--- config.mk ---
export PLATFORM = sky130hd
export DESIGN_NAME = ahbl_rr_sched
export DESIGN_NICKNAME = d
export VERILOG_FILES = /design/src/rtl/ahbl_rr_sched_pkg.sv /design/src/rtl/ahbl_rr_sched_pick.sv /design/src/rtl/ahbl_rr_sched.sv
export SDC_FILE = /design/constraint.sdc
export NUM_CORES = 1
export LEC_CHECK = 0
export BUFFER_PORTS_ARGS = -buffer_cell sky130_fd_sc_hd__buf_2
export CORE_UTILIZATION = 30
export CTS_CLUSTER_SIZE = 16
export DETAILED_ROUTE_END_ITERATION = 7
export PLACE_DENSITY_LB_ADDON = 0.25
export SYNTH_ARGS = -nofsm -noshare
export SYNTH_HDL_FRONTEND = slang
export SYNTH_SLANG_ARGS = --single-unit
--- constraint.sdc ---
create_clock -name clk -period 2.65 [get_ports clk]
set_input_delay 0.1325 -clock clk [delete_from_list [all_inputs] [get_ports clk]]
set_output_delay 0.1325 -clock clk [all_outputs]
set_load 0.03 [all_outputs]
--- src/rtl/ahbl_rr_sched_pkg.sv ---
// Shared constants and helpers for the AHBL round-robin address-phase grant scheduler.
package ahbl_rr_sched_pkg;

  localparam int unsigned QUANTUM_DEF = 4;

  // Width of a binary index for n one-hot lanes; never narrower than one bit.
  function automatic int unsigned idx_w(input int unsigned n);
    return (n > 1) ? $clog2(n) : 1;
  endfunction

endpackage

--- src/rtl/ahbl_rr_sched_pick.sv ---
// Rotating priority pick: lowest set bit of req_vec at or above the one-hot ptr, wrapping to bit 0.
module ahbl_rr_sched_pick #(
  parameter int unsigned W_INPUT = 2
) (
  input  logic [W_INPUT-1:0] req_vec,
  input  logic [W_INPUT-1:0] ptr,
  output logic [W_INPUT-1:0] gnt
);

  logic [2*W_INPUT-1:0] dbl;
  logic [2*W_INPUT-1:0] pick;

  // Lower copy keeps only bits at/above ptr; upper copy supplies the wrapped candidates.
  always_comb begin
    dbl  = {req_vec, req_vec & ~(ptr - W_INPUT'(1))};
    pick = dbl & (~dbl + (2*W_INPUT)'(1));
    gnt  = pick[W_INPUT-1:0] | pick[2*W_INPUT-1:W_INPUT];
  end

endmodule

--- src/rtl/ahbl_rr_sched.sv ---
// Round-robin address-phase grant scheduler for the N:1 AHBL arbiter with HMASTLOCK hold
// and a per-master quantum on back-to-back ownership.
module ahbl_rr_sched
  import ahbl_rr_sched_pkg::*;
#(
  parameter int unsigned         N_PORTS   = 2,
  parameter int unsigned         QUANTUM   = QUANTUM_DEF,
  parameter logic [N_PORTS-1:0]  CONN_MASK = {N_PORTS{1'b1}},
  parameter int unsigned         W_IDX     = idx_w(N_PORTS)
) (
  input  logic               clk,
  input  logic               rst_n,
  input  logic [N_PORTS-1:0] req,
  input  logic [N_PORTS-1:0] lock,
  input  logic               hready,
  output logic [N_PORTS-1:0] gnt_a,
  output logic [N_PORTS-1:0] gnt_d,
  output logic [W_IDX-1:0]   gnt_idx,
  output logic               locked
);

  localparam int unsigned W_CNT = $clog2(QUANTUM + 1);
  localparam logic [W_CNT-1:0] Q_CNT = W_CNT'(QUANTUM);

  logic [N_PORTS-1:0] ptr;
  logic [N_PORTS-1:0] owner;
  logic [W_CNT-1:0]   cnt;

  logic [N_PORTS-1:0] elig;
  logic [N_PORTS-1:0] pick;
  logic               hold;
  logic               acc;
  logic [W_CNT-1:0]   cnt_inc;
  logic [W_CNT-1:0]   cnt_new;
  logic               expire;

  assign elig = req & CONN_MASK;

  ahbl_rr_sched_pick #(.W_INPUT(N_PORTS)) u_pick (
    .req_vec (elig),
    .ptr     (ptr),
    .gnt     (pick)
  );

  // Owner dropping HMASTLOCK releases the hold in the same cycle so a waiting master is picked at once.
  always_comb begin
    hold    = locked & |(owner & lock);
    gnt_a   = hold ? owner : pick;
    acc     = hready & |gnt_a;
    cnt_inc = (cnt == Q_CNT) ? cnt : cnt + W_CNT'(1);
    cnt_new = (gnt_a == owner) ? cnt_inc : W_CNT'(1);
    expire  = (cnt_new == Q_CNT) && |(elig & ~gnt_a);
  end

  always_comb begin
    gnt_idx = '0;
    for (int i = 0; i < N_PORTS; i++) begin
      if (gnt_a[i]) gnt_idx = gnt_idx | W_IDX'(i);
    end
  end

  always_ff @(posedge clk or negedge rst_n) begin
    if (!rst_n) begin
      ptr    <= N_PORTS'(1);
      owner  <= '0;
      cnt    <= '0;
      locked <= 1'b0;
      gnt_d  <= '0;
    end else if (hready) begin
      gnt_d  <= gnt_a;
      locked <= acc & |(gnt_a & lock);
      if (acc) begin
        owner <= gnt_a;
        // Under a lock hold the quantum is frozen; expiry is evaluated on the first unlocked accept.
        if (!hold) begin
          if (expire) begin
            ptr <= {gnt_a[N_PORTS-2:0], gnt_a[N_PORTS-1]};
            cnt <= '0;
          end else begin
            ptr <= gnt_a;
            cnt <= cnt_new;
          end
        end
      end else begin
        cnt <= '0;
      end
    end
  end

endmodule

==> Yosys cells after proc, flatten, opt, wreduce, memory -nomap -nowiden <==
Index checks and enable logic that the tools add are counted.
{ "word_totals": {"elab_cells": 41, "reg_bits": 10} }
{ "op_classes": {"n_bitwise": 13, "n_eq_ne": 4, "n_mux": 8, "add_sub_neg": 3, "n_reduce_logical": 8} }
{ "op_table": {"columns": ["operator", "count"], "rows": [
  ["2-to-1 mux 3 bit", 5],
  ["bitwise AND 2 bit", 4],
  ["OR reduction 2 bit", 4],
  ["== test 3 bit (second input constant)", 2],
  ["adder 4 x 1 -> 4 bit (second input constant)", 1],
  ["bitwise AND 4 bit", 1],
  ["2-to-1 mux 2 bit", 2],
  ["NOT 2 bit", 2],
  ["NOT 4 bit", 1],
  ["AND reduction 2 bit", 2],
  ["adder 3 x 1 -> 3 bit (second input constant)", 1],
  ["bitwise AND 1 bit", 3],
  ["AND reduction 3 bit", 1],
  ["== test 2 bit", 1],
  ["!= test 2 bit (second input constant)", 1],
  ["OR 2 bit", 1],
  ["subtractor 2 x 1 -> 2 bit (second input constant)", 1],
  ["logical AND 1 bit", 1],
  ["2-to-1 mux 1 bit", 1],
  ["NOT 1 bit", 1]
]} }

==> Depth between registers and ports, before layout <==
Gate-level depths: netlist of run 1.
{ "depth": {"word_depth": 15, "mapped_depth": 7} }

==> Modules after synthesis <==
A second synthesis of run 1 with hierarchy kept.
{ "unflattened": {"cells_unflattened": 79, "area_unflattened_um2": 689.4} }
{ "by_module_without_submodules": {"columns": ["mod", "area_per_inst_um2", "cells_each", "n_inst"], "rows": [
  ["ahbl_rr_sched", 659.4, 75, 1],
  ["ahbl_rr_sched_pick", 30.0, 4, 1]
]} }

==> Worst setup path after synthesis of run 1 <==
Ideal clock, no wire load.
{ "synth_path": {"path_type": "reg2reg", "start": "register cnt[0]", "end": "register ptr[0]", "path_buffers": 0, "stages_incl_launch_ff": 8, "slack_ns": 0.737, "t_required_ns": 2.571, "setup_time_ns": 0.079, "arrival_ns": 1.834, "path_cell_list": "dfrtp_1 inv_1 ha_1 a21boi_0 o21ai_1 or3_1 or4_4 o211a_1"} }
{ "synth_via": {"elab_chain_len": 6} }
{ "synth_rtl": {"columns": ["item", "line", "text"], "rows": [
  ["from (decl)", "ahbl_rr_sched.sv:27", "logic [W_CNT-1:0] cnt;"],
  ["from (signal assigned)", "ahbl_rr_sched.sv:81", "cnt <= cnt_new;"],
  ["adder 3 x 1 -> 3 bit / == test 3 bit (equally long branches)", "ahbl_rr_sched.sv:50", "cnt_inc = (cnt == Q_CNT) ? cnt : cnt + W_CNT'(1);"],
  ["2-to-1 mux 3 bit *", "ahbl_rr_sched.sv:50", null],
  ["2-to-1 mux 3 bit *", "ahbl_rr_sched.sv:51", "cnt_new = (gnt_a == owner) ? cnt_inc : W_CNT'(1);"],
  ["== test 3 bit *", "ahbl_rr_sched.sv:52", "expire = (cnt_new == Q_CNT) && |(elig & ~gnt_a);"],
  ["logical AND 1 bit *", "ahbl_rr_sched.sv:52", null],
  ["2-to-1 mux 2 bit *", "ahbl_rr_sched.sv:76", "if (expire) begin"],
  ["to (signal assigned)", "ahbl_rr_sched.sv:77", "ptr <= {gnt_a[N_PORTS-2:0], gnt_a[N_PORTS-1]};"],
  ["to (signal assigned)", "ahbl_rr_sched.sv:80", "ptr <= gnt_a;"],
  ["to (decl)", "ahbl_rr_sched.sv:25", "logic [N_PORTS-1:0] ptr;"]
]} }
Every way passes the cells marked *; elsewhere a longest branch is shown, timed or not.
A chain may end at the register's enable or synchronous reset.

==> Worst setup path after layout of run 1 <==
Same ends and word-level chain as after synthesis.

==> report_table.html, run 1 <==
<table>
<tr><th>Metric</th><th>Value</th></tr>
<tr><th colspan="2">Pwr</th></tr>
<tr><td>Power density cells</td><td>982.9 nW/um^2</td></tr>
<tr><td>Share of total power in sequential cells</td><td>about a third</td></tr>
<tr><td>Switching component of the power</td><td>roughly 0.34 mW</td></tr>
<tr><td>Net switching fraction of the power</td><td>approximately 44%</td></tr>
<tr><td>Internal power component</td><td>0.4349 mW</td></tr>
<tr><td>Leak pwr</td><td>about 0.37 nW</td></tr>
<tr><td>Worst-case vdd ir drop</td><td>approximately 0.5 mV</td></tr>
<tr><td>Gate power share</td><td>46.8%</td></tr>
<tr><td>Part of the power in the clock network</td><td>around 18%</td></tr>
<tr><th colspan="2">Synth</th></tr>
<tr><td>Primary flip-flop cell chosen by synthesis mapping</td><td>dfrtp_1</td></tr>
<tr><td>Portion of synthesized cell area occupied by the leading cell type</td><td>approximately a third</td></tr>
<tr><td>Count of mapped cells out of synthesis</td><td>76</td></tr>
<tr><td>Post-synthesis register bit count</td><td>10</td></tr>
<tr><td>Fraction of the yosys area taken by sequential cells</td><td>between 30% and 40%</td></tr>
<tr><td>Number of synthesized flops with an enable pin</td><td>0</td></tr>
<tr><td>Top cells by area, synth</td><td>dfrtp_1 34%, inv_1 4.5%, nand2_1 4.5%</td></tr>
<tr><td>Unique masters post-synth</td><td>33</td></tr>
<tr><td>Post-synthesis average cell area</td><td>between 8 and 9 um^2</td></tr>
<tr><td>Synthesized Nets</td><td>85</td></tr>
<tr><td>Yosys Warn Count</td><td>0</td></tr>
<tr><td>Synthesized area</td><td>approximately 660 um^2</td></tr>
<tr><td>Top cell type by total area after synthesis</td><td>dfrtp_1</td></tr>
<tr><td>Post-synthesis async set-or-reset flop share</td><td>100.0%</td></tr>
<tr><th colspan="2">Layout</th></tr>
<tr><td>Antenna Cells</td><td>0</td></tr>
<tr><td>Growth of design area from synthesis to finish</td><td>19.40%</td></tr>
<tr><td>Layout Utilization</td><td>39.23%</td></tr>
<tr><td>Most used cells in the layout excluding fill and tap cells</td><td>12 x buf_2, 9 x dfrtp_1, 8 x inv_1, 8 x nand2_1</td></tr>
<tr><td>Footprint of the flip-flops and latches</td><td>approximately 250 um^2</td></tr>
<tr><td>Most common library cell in the layout ignoring fill and taps</td><td>buf_2</td></tr>
<tr><td>Final nets</td><td>101</td></tr>
<tr><td>Final design instance area without fill</td><td>approximately 790 um^2</td></tr>
<tr><td>Share of final-layout standard cells stronger than drive strength 1</td><td>around 22%</td></tr>
<tr><td>Multi-input logic area</td><td>371.6 um^2</td></tr>
<tr><td>Count of fill cells added during filler insertion</td><td>roughly 220</td></tr>
<tr><th colspan="2">STA</th></tr>
<tr><td>Worst Hold Margin</td><td>0.1728 ns</td></tr>
<tr><td>Setup violation total in the final timing report</td><td>0</td></tr>
<tr><td>Max Transition Viols Final</td><td>0</td></tr>
<tr><td>Max_slew headroom</td><td>a little under three fifths</td></tr>
<tr><td>Final worst path period need</td><td>2.083 ns</td></tr>
<tr><td>Worst-Margin Slew</td><td>between 0.6 and 0.7 ns</td></tr>
<tr><td>Final worst-path cycle share</td><td>78.60%</td></tr>
<tr><td>Maximum operating frequency</td><td>around 0.48 GHz</td></tr>
<tr><td>Worst Skew</td><td>0.005011 ns</td></tr>
<tr><td>Final-layout setup total negative slack</td><td>0 ns</td></tr>
<tr><td>Final Hold Vio Count</td><td>0</td></tr>
<tr><td>Setup repair after global routing missed its margin</td><td>no</td></tr>
<tr><th colspan="2">Clocking</th></tr>
<tr><td>Count of buffers added by post-CTS timing repair for setup</td><td>0</td></tr>
<tr><td>Hold-fix buffer count after cts</td><td>1</td></tr>
<tr><td>Number of buffers created by CTS</td><td>3</td></tr>
<tr><td>TritonCTS clock tree</td><td>built</td></tr>
<tr><td>H-tree lvl count</td><td>1</td></tr>
<tr><td>Post-cts resize count</td><td>0</td></tr>
<tr><td>Clock transition at path regs</td><td>0.08 ns</td></tr>
<tr><td>Max Root-Sink Buffers</td><td>2</td></tr>
<tr><td>Number of clock sinks seen by CTS</td><td>10</td></tr>
<tr><td>Root cell of the clock tree</td><td>clkbuf_4</td></tr>
<tr><td>Worst-skew pair later-pin latency</td><td>approximately 0.26 ns</td></tr>
<tr><th colspan="2">Worst setup path</th></tr>
<tr><td>Worst path required time</td><td>2.85 ns</td></tr>
<tr><td>Worst setup EP type</td><td>flip-flop</td></tr>
<tr><td>Worst Setup Path Type</td><td>flip-flop to flip-flop</td></tr>
<tr><td>Reg2reg path depth</td><td>7</td></tr>
<tr><td>Arrival time reported for the critical path endpoint</td><td>between 2 and 2.5 ns</td></tr>
<tr><td>Register-to-register path setup slack</td><td>0.57 ns</td></tr>
<tr><td>Destination of the worst register-to-register timing path</td><td>ptr[0]$_DFFE_PN1P_</td></tr>
<tr><td>Startpoint of the most critical register-to-register path</td><td>cnt[0]$_DFFE_PN0P_</td></tr>
<tr><td>Maximum net fanout on the critical path</td><td>5</td></tr>
<tr><td>Startpoint kind of the worst setup timing path</td><td>flip-flop</td></tr>
<tr><th colspan="2">Drt</th></tr>
<tr><td>Number of nets with antenna violations after detailed routing</td><td>0</td></tr>
<tr><td>Starting DRC count in detailed routing</td><td>17</td></tr>
<tr><td>Residual DRC count</td><td>0</td></tr>
<tr><td>Per-cell via count in the routed design</td><td>5.398</td></tr>
<tr><td>Final wirelength</td><td>~1.5 mm</td></tr>
<tr><td>Routed vias</td><td>637</td></tr>
<tr><td>Final routed wire length divided by cell count</td><td>12.74 um</td></tr>
<tr><td>Detailed-routing iteration count for the pre-antenna-repair pass</td><td>4</td></tr>
<tr><th colspan="2">Floorplanning</th></tr>
<tr><td>Area of the core</td><td>2022 um^2</td></tr>
<tr><td>Io pins</td><td>13</td></tr>
<tr><td>Die Height</td><td>around 49 um</td></tr>
<tr><td>Initial cell density of the core</td><td>between 30% and 40%</td></tr>
<tr><td>Number of placement rows</td><td>16</td></tr>
<tr><td>DIE WIDTH</td><td>between 40 and 50 um</td></tr>
<tr><td>Die ar.</td><td>2407 um^2</td></tr>
<tr><th colspan="2">Global routing</th></tr>
<tr><td>Global routing usage summed across all routing layers</td><td>a little over an eighth</td></tr>
<tr><td>Maximum number of pins on one net before global-route repair</td><td>11</td></tr>
<tr><td>Leftover overflow at the end of global routing</td><td>0</td></tr>
<tr><td>Antenna violations before repair</td><td>0</td></tr>
<tr><td>Vias in the first global route</td><td>roughly 570</td></tr>
<tr><td>Wire length of the first global-routing pass</td><td>~2.5 mm</td></tr>
<tr><th colspan="2">Min path</th></tr>
<tr><td>Path category of the worst min-delay check</td><td>primary input to flip-flop</td></tr>
<tr><td>Count of cells along the worst hold path</td><td>2</td></tr>
<tr><td>Worst Hold Path EP</td><td>locked$_DFFE_PN0P_</td></tr>
<tr><td>Worst hold start</td><td>hready</td></tr>
<tr><th colspan="2">Outcome</th></tr>
<tr><td>Result of the run</td><td>finished, final reports clean</td></tr>
<tr><th colspan="2">Placement</th></tr>
<tr><td>Dpl cell area</td><td>747.0 um^2</td></tr>
<tr><td>Routability congestion estimate</td><td>approximately 0.85</td></tr>
<tr><td>Estimated wirelength of the detail-placed design</td><td>between 1 and 1.5 mm</td></tr>
<tr><td>Count of port buffers added during placement</td><td>12</td></tr>
<tr><th colspan="2">Job</th></tr>
<tr><td>Number of max-cap violations</td><td>0</td></tr>
</table>
==> layout make-up <==
class                   instances  area share [%]
multi-input cells              56           46.85
well taps                      27           4.259
clock buffers                   4           4.574
repair buffers                 13           8.833
flip-flops and latches         10           31.70
inverters                       8           3.785
==> how the worst max path moves through the flow <==
stage	startpoint	endpoint	slack [ns]	depth (start not counted)
global route	cnt[0]$_DFFE_PN0P_	ptr[0]$_DFFE_PN1P_	0.45	7
finish	cnt[0]$_DFFE_PN0P_	ptr[0]$_DFFE_PN1P_	0.57	7
floorplan	cnt[0]$_DFFE_PN0P_	ptr[0]$_DFFE_PN1P_	0.74	7
detailed placement	cnt[0]$_DFFE_PN0P_	ptr[0]$_DFFE_PN1P_	0.57	7
CTS	cnt[0]$_DFFE_PN0P_	ptr[0]$_DFFE_PN1P_	0.56	7
global placement	cnt[0]$_DFFE_PN0P_	ptr[0]$_DFFE_PN1P_	0.60	7
==> registers in the layout, summed over array words and instances, names as in the netlist <==
register / count
cnt: 3
gnt_d: 2
locked: 1
owner: 2
ptr: 2
==> critical path, cell delays in order, from the launching register on <==
cell and delay [ns]:
dfrtp_1 0.40, inv_1 0.08, ha_1 0.23, a21boi_0 0.18
o21ai_1 0.12, or3_1 0.34, or4_4 0.53, o211a_1 0.14
==> synth_stat cells (2+ instances only) <==
cell type	number
a21oi_1	3
a22o_1	2
a22oi_1	3
and2_1	2
dfrtp_1	9
ha_1	2
inv_1	8
nand2_1	8
nand3_1	3
nand3b_1	2
nor2_1	5
o21ai_0	4
o21ai_1	5
==> cell families (layout without fill, tap and decap cells) <==
logic type | after synthesis | count (layout) | share of synthesized area [%]
AO/OA/AOI/OAI | 27 | 27 | 29.94
adder cells (fa/ha/maj) | 2 | 2 | 3.766
buffers and inverters | 10 | 25 | 6.215
flip-flops | 10 | 10 | 37.85
multiplexers | 1 | 1 | 1.695
AND/OR/NAND/NOR | 26 | 26 | 20.53
==> routing by layer <==
metal	part of all wire (%)	vias to the layer above	GRT usage [%]
li1	-	309	-
met2	45	18	21.00
met1	51	308	17.78
met5	0	-	0
met3	3.1	2	1.869
met4	0.53	0	6.863
==> power groups by stage <==
stage | sequential [mW] | combinational [mW] | clock [mW]
after floorplan | 0.287 | 0.260 | 0
after global placement | 0.273 | 0.362 | 0
after detailed placement | 0.275 | 0.363 | 0
after CTS | 0.273 | 0.366 | 0.144
after global routing | 0.281 | 0.403 | 0.152
final | 0.274 | 0.365 | 0.141
==> metrics by stage <==
| step | setup slack, ns | power, mW | instances |
|---|---|---|---|
| after floorplan | 0.7372 | 0.5465 | 76 |
| after global placement | 0.5957 | 0.6356 | 113 |
| after detailed placement | 0.5664 | 0.6375 | 113 |
| after CTS | 0.5633 | 0.7827 | 118 |
| after global routing | 0.4546 | 0.8361 | 118 |
| final | 0.5670 | 0.7797 | 118 |
(Power assumes the default switching activity.)
==> run 2: changes to the inputs <==
==> constraint.sdc (replaced) <==
create_clock -name clk -period 2.15 [get_ports clk]
set_input_delay 0.1075 -clock clk [delete_from_list [all_inputs] [get_ports clk]]
set_output_delay 0.1075 -clock clk [all_outputs]
set_load 0.03 [all_outputs]
==> report_table.html, run 2 (synthesis gave the netlist of run 1 again) <==
<table>
<tr><th>Metric</th><th>Value</th></tr>
<tr><th colspan="2">STA</th></tr>
<tr><td>Final-layout setup total negative slack</td><td>0 ns (unchanged)</td></tr>
<tr><td>Maximum operating frequency</td><td>0.4947 GHz (+3.0%)</td></tr>
<tr><td>Setup violation total in the final timing report</td><td>0 (unchanged)</td></tr>
<tr><td>Worst-Margin Slew</td><td>0.7047 ns (+0.04060 ns)</td></tr>
<tr><td>Setup repair after global routing missed its margin</td><td>no</td></tr>
<tr><td>Final worst path period need</td><td>2.022 ns (-0.06143 ns)</td></tr>
<tr><td>Final Hold Vio Count</td><td>0 (unchanged)</td></tr>
<tr><td>PnR worst setup slack</td><td>0.1285 ns (-0.4386 ns)</td></tr>
<tr><td>Worst Hold Margin</td><td>0.1487 ns (-0.02414 ns)</td></tr>
<tr><td>Final worst-path cycle share</td><td>94.03% (+15 points)</td></tr>
<tr><td>Worst Skew</td><td>0.005690 ns (+0.0006793 ns)</td></tr>
<tr><td>Max_slew headroom</td><td>52.52% (-2.7 points)</td></tr>
<tr><td>Max Transition Viols Final</td><td>0 (unchanged)</td></tr>
<tr><th colspan="2">Floorplanning</th></tr>
<tr><td>Area of the core</td><td>2022 um^2 (unchanged)</td></tr>
<tr><td>DIE WIDTH</td><td>49.06 um (unchanged)</td></tr>
<tr><td>Initial cell density of the core</td><td>32.86% (unchanged)</td></tr>
<tr><td>Number of placement rows</td><td>16 (unchanged)</td></tr>
<tr><td>Die ar.</td><td>2407 um^2 (unchanged)</td></tr>
<tr><td>Io pins</td><td>13 (unchanged)</td></tr>
<tr><td>Die Height</td><td>49.06 um (unchanged)</td></tr>
<tr><th colspan="2">Drt</th></tr>
<tr><td>Detailed-routing iteration count for the pre-antenna-repair pass</td><td>4 (unchanged)</td></tr>
<tr><td>Final routed wire length divided by cell count</td><td>12.97 um (+1.8%)</td></tr>
<tr><td>Number of nets with antenna violations after detailed routing</td><td>0 (unchanged)</td></tr>
<tr><td>Residual DRC count</td><td>0 (unchanged)</td></tr>
<tr><td>Routed vias</td><td>622 (-2.4%)</td></tr>
<tr><td>Starting DRC count in detailed routing</td><td>12 (-5)</td></tr>
<tr><td>Final wirelength</td><td>1.556 mm (+3.5%)</td></tr>
<tr><td>Per-cell via count in the routed design</td><td>5.183 (-4.0%)</td></tr>
<tr><th colspan="2">Clocking</th></tr>
<tr><td>Max Root-Sink Buffers</td><td>2 (unchanged)</td></tr>
<tr><td>Worst-skew pair later-pin latency</td><td>0.27 ns (about the same)</td></tr>
<tr><td>H-tree lvl count</td><td>1 (unchanged)</td></tr>
<tr><td>TritonCTS clock tree</td><td>built</td></tr>
<tr><td>Root cell of the clock tree</td><td>clkbuf_4</td></tr>
<tr><td>Clock transition at path regs</td><td>0.08 ns (about the same)</td></tr>
<tr><td>Number of buffers created by CTS</td><td>3 (unchanged)</td></tr>
<tr><td>Number of clock sinks seen by CTS</td><td>10 (unchanged)</td></tr>
<tr><th colspan="2">Layout</th></tr>
<tr><td>Share of final-layout standard cells stronger than drive strength 1</td><td>23.66% (+1.7 points)</td></tr>
<tr><td>Post-layout instance count excluding filler cells</td><td>120 (+1.7%)</td></tr>
<tr><td>Final design instance area without fill</td><td>808.3 um^2 (+1.9%)</td></tr>
<tr><td>Multi-input logic area</td><td>371.6 um^2 (unchanged)</td></tr>
<tr><td>Most common library cell in the layout ignoring fill and taps</td><td>buf_2</td></tr>
<tr><td>Final nets</td><td>103 (+2.0%)</td></tr>
<tr><td>Antenna Cells</td><td>0 (unchanged)</td></tr>
<tr><td>Number of flip-flops in the largest register</td><td>3 (unchanged)</td></tr>
<tr><td>Count of fill cells added during filler insertion</td><td>216 (-0.92%)</td></tr>
<tr><td>Most used cells in the layout excluding fill and tap cells</td><td>12 x buf_2, 9 x dfrtp_1, 8 x inv_1, 8 x nand2_1</td></tr>
<tr><td>Biggest register</td><td>cnt</td></tr>
<tr><td>Footprint of the flip-flops and latches</td><td>251.5 um^2 (unchanged)</td></tr>
<tr><td>Growth of design area from synthesis to finish</td><td>21.66%</td></tr>
<tr><th colspan="2">Min path</th></tr>
<tr><td>Worst Hold Path EP</td><td>locked$_DFFE_PN0P_</td></tr>
<tr><td>Worst hold start</td><td>hready</td></tr>
<tr><td>Path category of the worst min-delay check</td><td>primary input to flip-flop</td></tr>
<tr><td>Count of cells along the worst hold path</td><td>2 (unchanged)</td></tr>
<tr><th colspan="2">Worst setup path</th></tr>
<tr><td>Cell-by-cell trace of the critical path</td><td>inv_1, ha_1, a21boi_0, o21ai_1, or3_1, or4_4, o211a_1</td></tr>
<tr><td>Startpoint of the most critical register-to-register path</td><td>cnt[0]$_DFFE_PN0P_</td></tr>
<tr><td>Worst Setup Path Type</td><td>flip-flop to flip-flop</td></tr>
<tr><td>Slowest cell on the critical path</td><td>or4_4</td></tr>
<tr><td>Destination of the worst register-to-register timing path</td><td>ptr[0]$_DFFE_PN1P_</td></tr>
<tr><td>CP peak stage delay</td><td>0.52 ns (about the same)</td></tr>
<tr><td>Startpoint kind of the worst setup timing path</td><td>flip-flop</td></tr>
<tr><td>Register-to-register path setup slack</td><td>0.13 ns (-0.44 ns)</td></tr>
<tr><td>Worst setup EP type</td><td>flip-flop</td></tr>
<tr><td>Reg2reg path depth</td><td>7 (unchanged)</td></tr>
<tr><td>Worst path required time</td><td>2.36 ns (-0.49 ns)</td></tr>
<tr><td>Maximum net fanout on the critical path</td><td>5 (unchanged)</td></tr>
<tr><td>Arrival time reported for the critical path endpoint</td><td>2.23 ns (-0.05 ns)</td></tr>
<tr><th colspan="2">Outcome</th></tr>
<tr><td>Result of the run</td><td>finished, final reports clean</td></tr>
<tr><th colspan="2">Placement</th></tr>
<tr><td>Worst-case setup slack after placement</td><td>0.1185 ns (-0.4479 ns)</td></tr>
<tr><td>Post-Place Cells</td><td>114 (+0.88%)</td></tr>
<tr><td>Estimated wirelength of the detail-placed design</td><td>1.180 mm (+5.0%)</td></tr>
<tr><td>Count of port buffers added during placement</td><td>12 (unchanged)</td></tr>
<tr><td>Dpl cell area</td><td>754.5 um^2 (+1.0%)</td></tr>
<tr><td>Routability congestion estimate</td><td>0.7809 (-7.9%)</td></tr>
<tr><th colspan="2">Pwr</th></tr>
<tr><td>Worst-case vdd ir drop</td><td>0.6333 mV (+27%)</td></tr>
<tr><td>Leak pwr</td><td>0.3776 nW (+2.6%)</td></tr>
<tr><td>Power density cells</td><td>1226 nW/um^2 (+25%)</td></tr>
<tr><th colspan="2">Global routing</th></tr>
<tr><td>Leftover overflow at the end of global routing</td><td>0 (unchanged)</td></tr>
<tr><td>Global routing usage summed across all routing layers</td><td>14.76% (+1.3 points)</td></tr>
<tr><td>Antenna violations before repair</td><td>0 (unchanged)</td></tr>
<tr><td>Vias in the first global route</td><td>626 (+9.1%)</td></tr>
<tr><td>Wire length of the first global-routing pass</td><td>2.718 mm (+9.2%)</td></tr>
<tr><td>Maximum number of pins on one net before global-route repair</td><td>11 (unchanged)</td></tr>
<tr><th colspan="2">Job</th></tr>
<tr><td>Number of max-cap violations</td><td>0 (unchanged)</td></tr>
</table>
==> run 2: changes by cell type in the layout (fill, tap and decap cells not counted) <==
cell,previous run,this run
buf_4,0,2
==> run 2: worst max-delay path by stage <==
stage,from,to,slack [ns],cells after the start
finish,cnt[0]$_DFFE_PN0P_,ptr[0]$_DFFE_PN1P_,0.13,7
global route,cnt[0]$_DFFE_PN0P_,ptr[0]$_DFFE_PN1P_,0.005,7
CTS,cnt[0]$_DFFE_PN0P_,ptr[0]$_DFFE_PN1P_,0.11,7
detailed placement,cnt[0]$_DFFE_PN0P_,ptr[0]$_DFFE_PN1P_,0.12,7
global placement,cnt[0]$_DFFE_PN0P_,ptr[0]$_DFFE_PN1P_,0.18,7
floorplan,cnt[0]$_DFFE_PN0P_,ptr[0]$_DFFE_PN1P_,0.24,7
==> run 2: final cells by class <==
type	instances	share of cell area [%]
Sequential cell	10	31.11
Multi-Input combinational cell	56	45.98
Timing Repair Buffer	15	10.53
Inverter	8	3.715
Tap cell	27	4.180
Clock buffer	4	4.489
==> run 2: worst max-delay path: cells and delay by family, from the launching register on <==
family,cells,cell delay [ns]
adder cells (fa/ha/maj),1,0.23
AO/OA/AOI/OAI,3,0.41
AND/OR/NAND/NOR,2,0.85
buffers and inverters,1,0.07
flip-flops,1,0.39
==> run 2: what timing repair did <==
item,in CTS,in global routing
gates resized for setup,0,0
hold buffers,1,0
hold endpoints to repair,10,0
endpoints found under the setup margin,0,1
setup buffers,0,1
==> run 2: per-stage QoR <==
| step | power, mW | utilization (%) |
|---|---|---|
| after floorplan | 0.6736 | - |
| after global placement | 0.7935 | 37.31 |
| after detailed placement | 0.8019 | 37.31 |
| after CTS | 0.9860 | 39.60 |
| after global routing | 1.069 | 39.98 |
| final | 0.9908 | 39.98 |
==> run 2: power breakdown <==
group          switching [mW]  internal, mW  total [mW]
clock network          0.0742         0.103       0.177
logic                   0.285         0.198       0.483
registers              0.0733         0.258       0.331
==> run 2: layer usage <==
layer	wire length, um	up-vias	part of all wire (%)	GRT usage (%)
met1	780	293	50	19.65
met2	707	14	45	23.29
met5	0	-	0	0
met3	53	2	3.4	1.869
li1	-	313	-	-
met4	14	0	0.90	7.353
==> run 3: changes to the inputs <==
--- a/config.mk
+++ b/config.mk
@@ -10,6 +10,7 @@
 export CTS_CLUSTER_SIZE = 16
 export DETAILED_ROUTE_END_ITERATION = 7
 export PLACE_DENSITY_LB_ADDON = 0.25
+export SKIP_CTS_REPAIR_TIMING = 1
 export SYNTH_ARGS = -nofsm -noshare
 export SYNTH_HDL_FRONTEND = slang
 export SYNTH_SLANG_ARGS = --single-unit
==> constraint.sdc (replaced) <==
create_clock -name clk -period 1.9 [get_ports clk]
set_input_delay 0.095 -clock clk [delete_from_list [all_inputs] [get_ports clk]]
set_output_delay 0.095 -clock clk [all_outputs]
set_load 0.03 [all_outputs]
==> report_table.html, run 3 (synthesis gave the netlist of run 1 again) <==
<table>
<tr><th>Metric</th><th>Value</th></tr>
<tr><th colspan="2">Global routing</th></tr>
<tr><td>Antenna violations before repair</td><td>0 (unchanged)</td></tr>
<tr><td>Wire length of the first global-routing pass</td><td>2.559 mm (-5.8%)</td></tr>
<tr><td>GR met3 Demand/Resource</td><td>4.673% (+2.8 points)</td></tr>
<tr><td>Busiest layer in global routing</td><td>met2</td></tr>
<tr><td>Maximum number of pins on one net before global-route repair</td><td>11 (unchanged)</td></tr>
<tr><td>Vias in the first global route</td><td>590 (-5.8%)</td></tr>
<tr><td>GR Util met1</td><td>17.73% (-1.9 points)</td></tr>
<tr><td>Met2 usage in global routing</td><td>21.92% (-1.4 points)</td></tr>
<tr><td>Leftover overflow at the end of global routing</td><td>0 (unchanged)</td></tr>
<tr><td>Global routing usage summed across all routing layers</td><td>13.91% (-0.85 points)</td></tr>
<tr><th colspan="2">Clocking</th></tr>
<tr><td>Max Root-Sink Buffers</td><td>2 (unchanged)</td></tr>
<tr><td>Number of buffers created by CTS</td><td>3 (unchanged)</td></tr>
<tr><td>Root cell of the clock tree</td><td>clkbuf_4</td></tr>
<tr><td>H-tree lvl count</td><td>1 (unchanged)</td></tr>
<tr><td>Worst-skew pair later-pin latency</td><td>0.27 ns (about the same)</td></tr>
<tr><td>TritonCTS clock tree</td><td>built</td></tr>
<tr><td>Number of clock sinks seen by CTS</td><td>10 (unchanged)</td></tr>
<tr><td>Clock transition at path regs</td><td>0.08 ns (about the same)</td></tr>
<tr><th colspan="2">Worst setup path</th></tr>
<tr><td>Startpoint kind of the worst setup timing path</td><td>flip-flop</td></tr>
<tr><td>Largest delay contributor family on the critical path</td><td>simple AND/OR/NAND/NOR gates</td></tr>
<tr><td>CP peak stage delay</td><td>0.49 ns (-0.03 ns)</td></tr>
<tr><td>Slowest cell on the critical path</td><td>or4_4</td></tr>
<tr><td>Maximum net fanout on the critical path</td><td>4 (-1)</td></tr>
<tr><td>Buffers &amp; Inverters on Critical Path</td><td>1 (unchanged)</td></tr>
<tr><td>Cell-by-cell trace of the critical path</td><td>inv_2, ha_4, a21boi_1, o21ai_2, or3_4, or4_4, o211a_1</td></tr>
<tr><td>Reg2reg path depth</td><td>7 (unchanged)</td></tr>
<tr><td>Register-to-register path setup slack</td><td>-0.01 ns (-0.14 ns)</td></tr>
<tr><td>Worst setup EP type</td><td>flip-flop</td></tr>
<tr><td>Arrival time reported for the critical path endpoint</td><td>2.12 ns (-0.11 ns)</td></tr>
<tr><td>Worst Setup Path Type</td><td>flip-flop to flip-flop</td></tr>
<tr><td>Worst path required time</td><td>2.11 ns (-0.25 ns)</td></tr>
<tr><td>Startpoint of the most critical register-to-register path</td><td>cnt[0]$_DFFE_PN0P_</td></tr>
<tr><td>Destination of the worst register-to-register timing path</td><td>ptr[0]$_DFFE_PN1P_</td></tr>
<tr><th colspan="2">Layout</th></tr>
<tr><td>Footprint of the flip-flops and latches</td><td>252.7 um^2 (+0.50%)</td></tr>
<tr><td>Growth of design area from synthesis to finish</td><td>34.28%</td></tr>
<tr><td>Most used cells in the layout excluding fill and tap cells</td><td>12 x buf_2, 8 x nand2_1, 8 x dfrtp_1, 7 x buf_4, 6 x inv_1</td></tr>
<tr><td>Most common library cell in the layout ignoring fill and taps</td><td>buf_2</td></tr>
<tr><td>Antenna Cells</td><td>0 (unchanged)</td></tr>
<tr><td>Share of final-layout standard cells stronger than drive strength 1</td><td>36.36% (+13 points)</td></tr>
<tr><td>Final nets</td><td>109 (+5.8%)</td></tr>
<tr><td>Number of flip-flops in the largest register</td><td>3 (unchanged)</td></tr>
<tr><td>Biggest register</td><td>cnt</td></tr>
<tr><td>Count of fill cells added during filler insertion</td><td>204 (-5.6%)</td></tr>
<tr><td>Multi-input logic area</td><td>405.4 um^2 (+9.1%)</td></tr>
<tr><th colspan="2">Floorplanning</th></tr>
<tr><td>Initial cell density of the core</td><td>32.86% (unchanged)</td></tr>
<tr><td>Die ar.</td><td>2407 um^2 (unchanged)</td></tr>
<tr><td>Area of the core</td><td>2022 um^2 (unchanged)</td></tr>
<tr><td>Die Height</td><td>49.06 um (unchanged)</td></tr>
<tr><td>Number of placement rows</td><td>16 (unchanged)</td></tr>
<tr><td>Io pins</td><td>13 (unchanged)</td></tr>
<tr><td>DIE WIDTH</td><td>49.06 um (unchanged)</td></tr>
<tr><th colspan="2">Drt</th></tr>
<tr><td>Per-cell via count in the routed design</td><td>5.151 (-0.63%)</td></tr>
<tr><td>Final routed wire length divided by cell count</td><td>12.32 um (-5.0%)</td></tr>
<tr><td>Starting DRC count in detailed routing</td><td>10 (-2)</td></tr>
<tr><td>Number of nets with antenna violations after detailed routing</td><td>0 (unchanged)</td></tr>
<tr><td>Detailed-routing iteration count for the pre-antenna-repair pass</td><td>4 (unchanged)</td></tr>
<tr><td>Routed vias</td><td>649 (+4.3%)</td></tr>
<tr><td>Residual DRC count</td><td>0 (unchanged)</td></tr>
<tr><td>Final wirelength</td><td>1.552 mm (-0.26%)</td></tr>
<tr><th colspan="2">Outcome</th></tr>
<tr><td>Result of the run</td><td>finished, violations left</td></tr>
<tr><td>Violated checks</td><td>negative setup slack</td></tr>
<tr><th colspan="2">Min path</th></tr>
<tr><td>Worst hold start</td><td>hready</td></tr>
<tr><td>Path category of the worst min-delay check</td><td>primary input to flip-flop</td></tr>
<tr><td>Count of cells along the worst hold path</td><td>2 (unchanged)</td></tr>
<tr><td>Worst Hold Path EP</td><td>locked$_DFFE_PN0P_</td></tr>
<tr><th colspan="2">Pwr</th></tr>
<tr><td>Leak pwr</td><td>0.4174 nW (+11%)</td></tr>
<tr><td>Power density cells</td><td>1414 nW/um^2 (+15%)</td></tr>
<tr><td>Worst-case vdd ir drop</td><td>0.8299 mV (+31%)</td></tr>
<tr><th colspan="2">STA</th></tr>
<tr><td>Setup violation total in the final timing report</td><td>1 (+1)</td></tr>
<tr><td>Worst-Margin Slew</td><td>0.4544 ns (-0.2503 ns)</td></tr>
<tr><td>Final worst-path cycle share</td><td>100.8% (+6.7 points)</td></tr>
<tr><td>Worst Skew</td><td>0.009268 ns (+0.003578 ns)</td></tr>
<tr><td>Final Hold Vio Count</td><td>0 (unchanged)</td></tr>
<tr><td>Max Transition Viols Final</td><td>0 (unchanged)</td></tr>
<tr><td>Setup repair after global routing missed its margin</td><td>yes</td></tr>
<tr><td>PnR worst setup slack</td><td>-0.01466 ns (-0.1431 ns)</td></tr>
<tr><td>Worst Hold Margin</td><td>0.1288 ns (-0.01988 ns)</td></tr>
<tr><td>Max_slew headroom</td><td>69.39% (+17 points)</td></tr>
<tr><td>Maximum operating frequency</td><td>0.5223 GHz (+5.6%)</td></tr>
<tr><td>Final worst path period need</td><td>1.915 ns (-0.1069 ns)</td></tr>
<tr><td>Final-layout setup total negative slack</td><td>-0.01466 ns (-0.01466 ns)</td></tr>
<tr><th colspan="2">Placement</th></tr>
<tr><td>Routability congestion estimate</td><td>0.8653 (+11%)</td></tr>
<tr><td>Worst-case setup slack after placement</td><td>-0.05110 ns (-0.1696 ns)</td></tr>
<tr><td>Count of port buffers added during placement</td><td>12 (unchanged)</td></tr>
<tr><td>Estimated wirelength of the detail-placed design</td><td>1.169 mm (-0.91%)</td></tr>
<tr><th colspan="2">Job</th></tr>
<tr><td>Number of max-cap violations</td><td>0 (unchanged)</td></tr>
</table>
## run 3: worst max-delay path by stage
| stage | start | to | slack [ns] | depth (start not counted) |
|---|---|---|---|---|
| finish | cnt[0]$_DFFE_PN0P_ | ptr[0]$_DFFE_PN1P_ | -0.01 | 7 |
| global route | cnt[1]$_DFFE_PN0P_ | ptr[0]$_DFFE_PN1P_ | -0.08 | 7 |
| CTS | cnt[0]$_DFFE_PN0P_ | ptr[0]$_DFFE_PN1P_ | -0.08 | 7 |
| detailed placement | cnt[0]$_DFFE_PN0P_ | ptr[0]$_DFFE_PN1P_ | -0.05 | 7 |
| global placement | cnt[0]$_DFFE_PN0P_ | ptr[0]$_DFFE_PN1P_ | -0.03 | 7 |
| floorplan | cnt[0]$_DFFE_PN0P_ | ptr[0]$_DFFE_PN1P_ | 0.02 | 7 |
## run 3: routing by layer
metal	wire length, um	share of wire (%)	vias up
met2	740	48	17
met3	67	4.3	0
met5	0	0	-
li1	-	-	327
met4	0	0	0
met1	745	48	305
## run 3: layout make-up
| type | instances | area share, % |
|---|---|---|
| Timing Repair Buffer | 21 | 15.01 |
| Inverter | 8 | 3.366 |
| Sequential cell | 10 | 28.33 |
| Tap cell | 27 | 3.787 |
| Clock buffer | 4 | 4.067 |
| Multi-Input combinational cell | 56 | 45.44 |
## run 3: through the flow
| stage | instances | area, um^2 | util, % | total power [mW] |
|---|---|---|---|---|
| final | 126 | 892.1 | 44.12 | 1.261 |
| after global placement | 119 | 792.0 | 39.17 | 0.9611 |
| after global routing | 126 | 892.1 | 44.12 | 1.355 |
| after detailed placement | 119 | 792.0 | 39.17 | 0.9701 |
| after CTS | 123 | 828.3 | 40.97 | 1.176 |
| after floorplan | 76 | 664.4 | - | 0.7647 |
## run 3: worst register-to-register path: stages (launching register included)
cell and delay (ns):
dfrtp_1 0.36, inv_2 0.06, ha_4 0.16, a21boi_1 0.17
o21ai_2 0.10, or3_4 0.39, or4_4 0.49, o211a_1 0.14
## run 3: power breakdown
part / switching (mW) / internal (mW)
Sequential: 0.0796 / 0.294
Combinational: 0.366 / 0.323
Clock: 0.0828 / 0.116
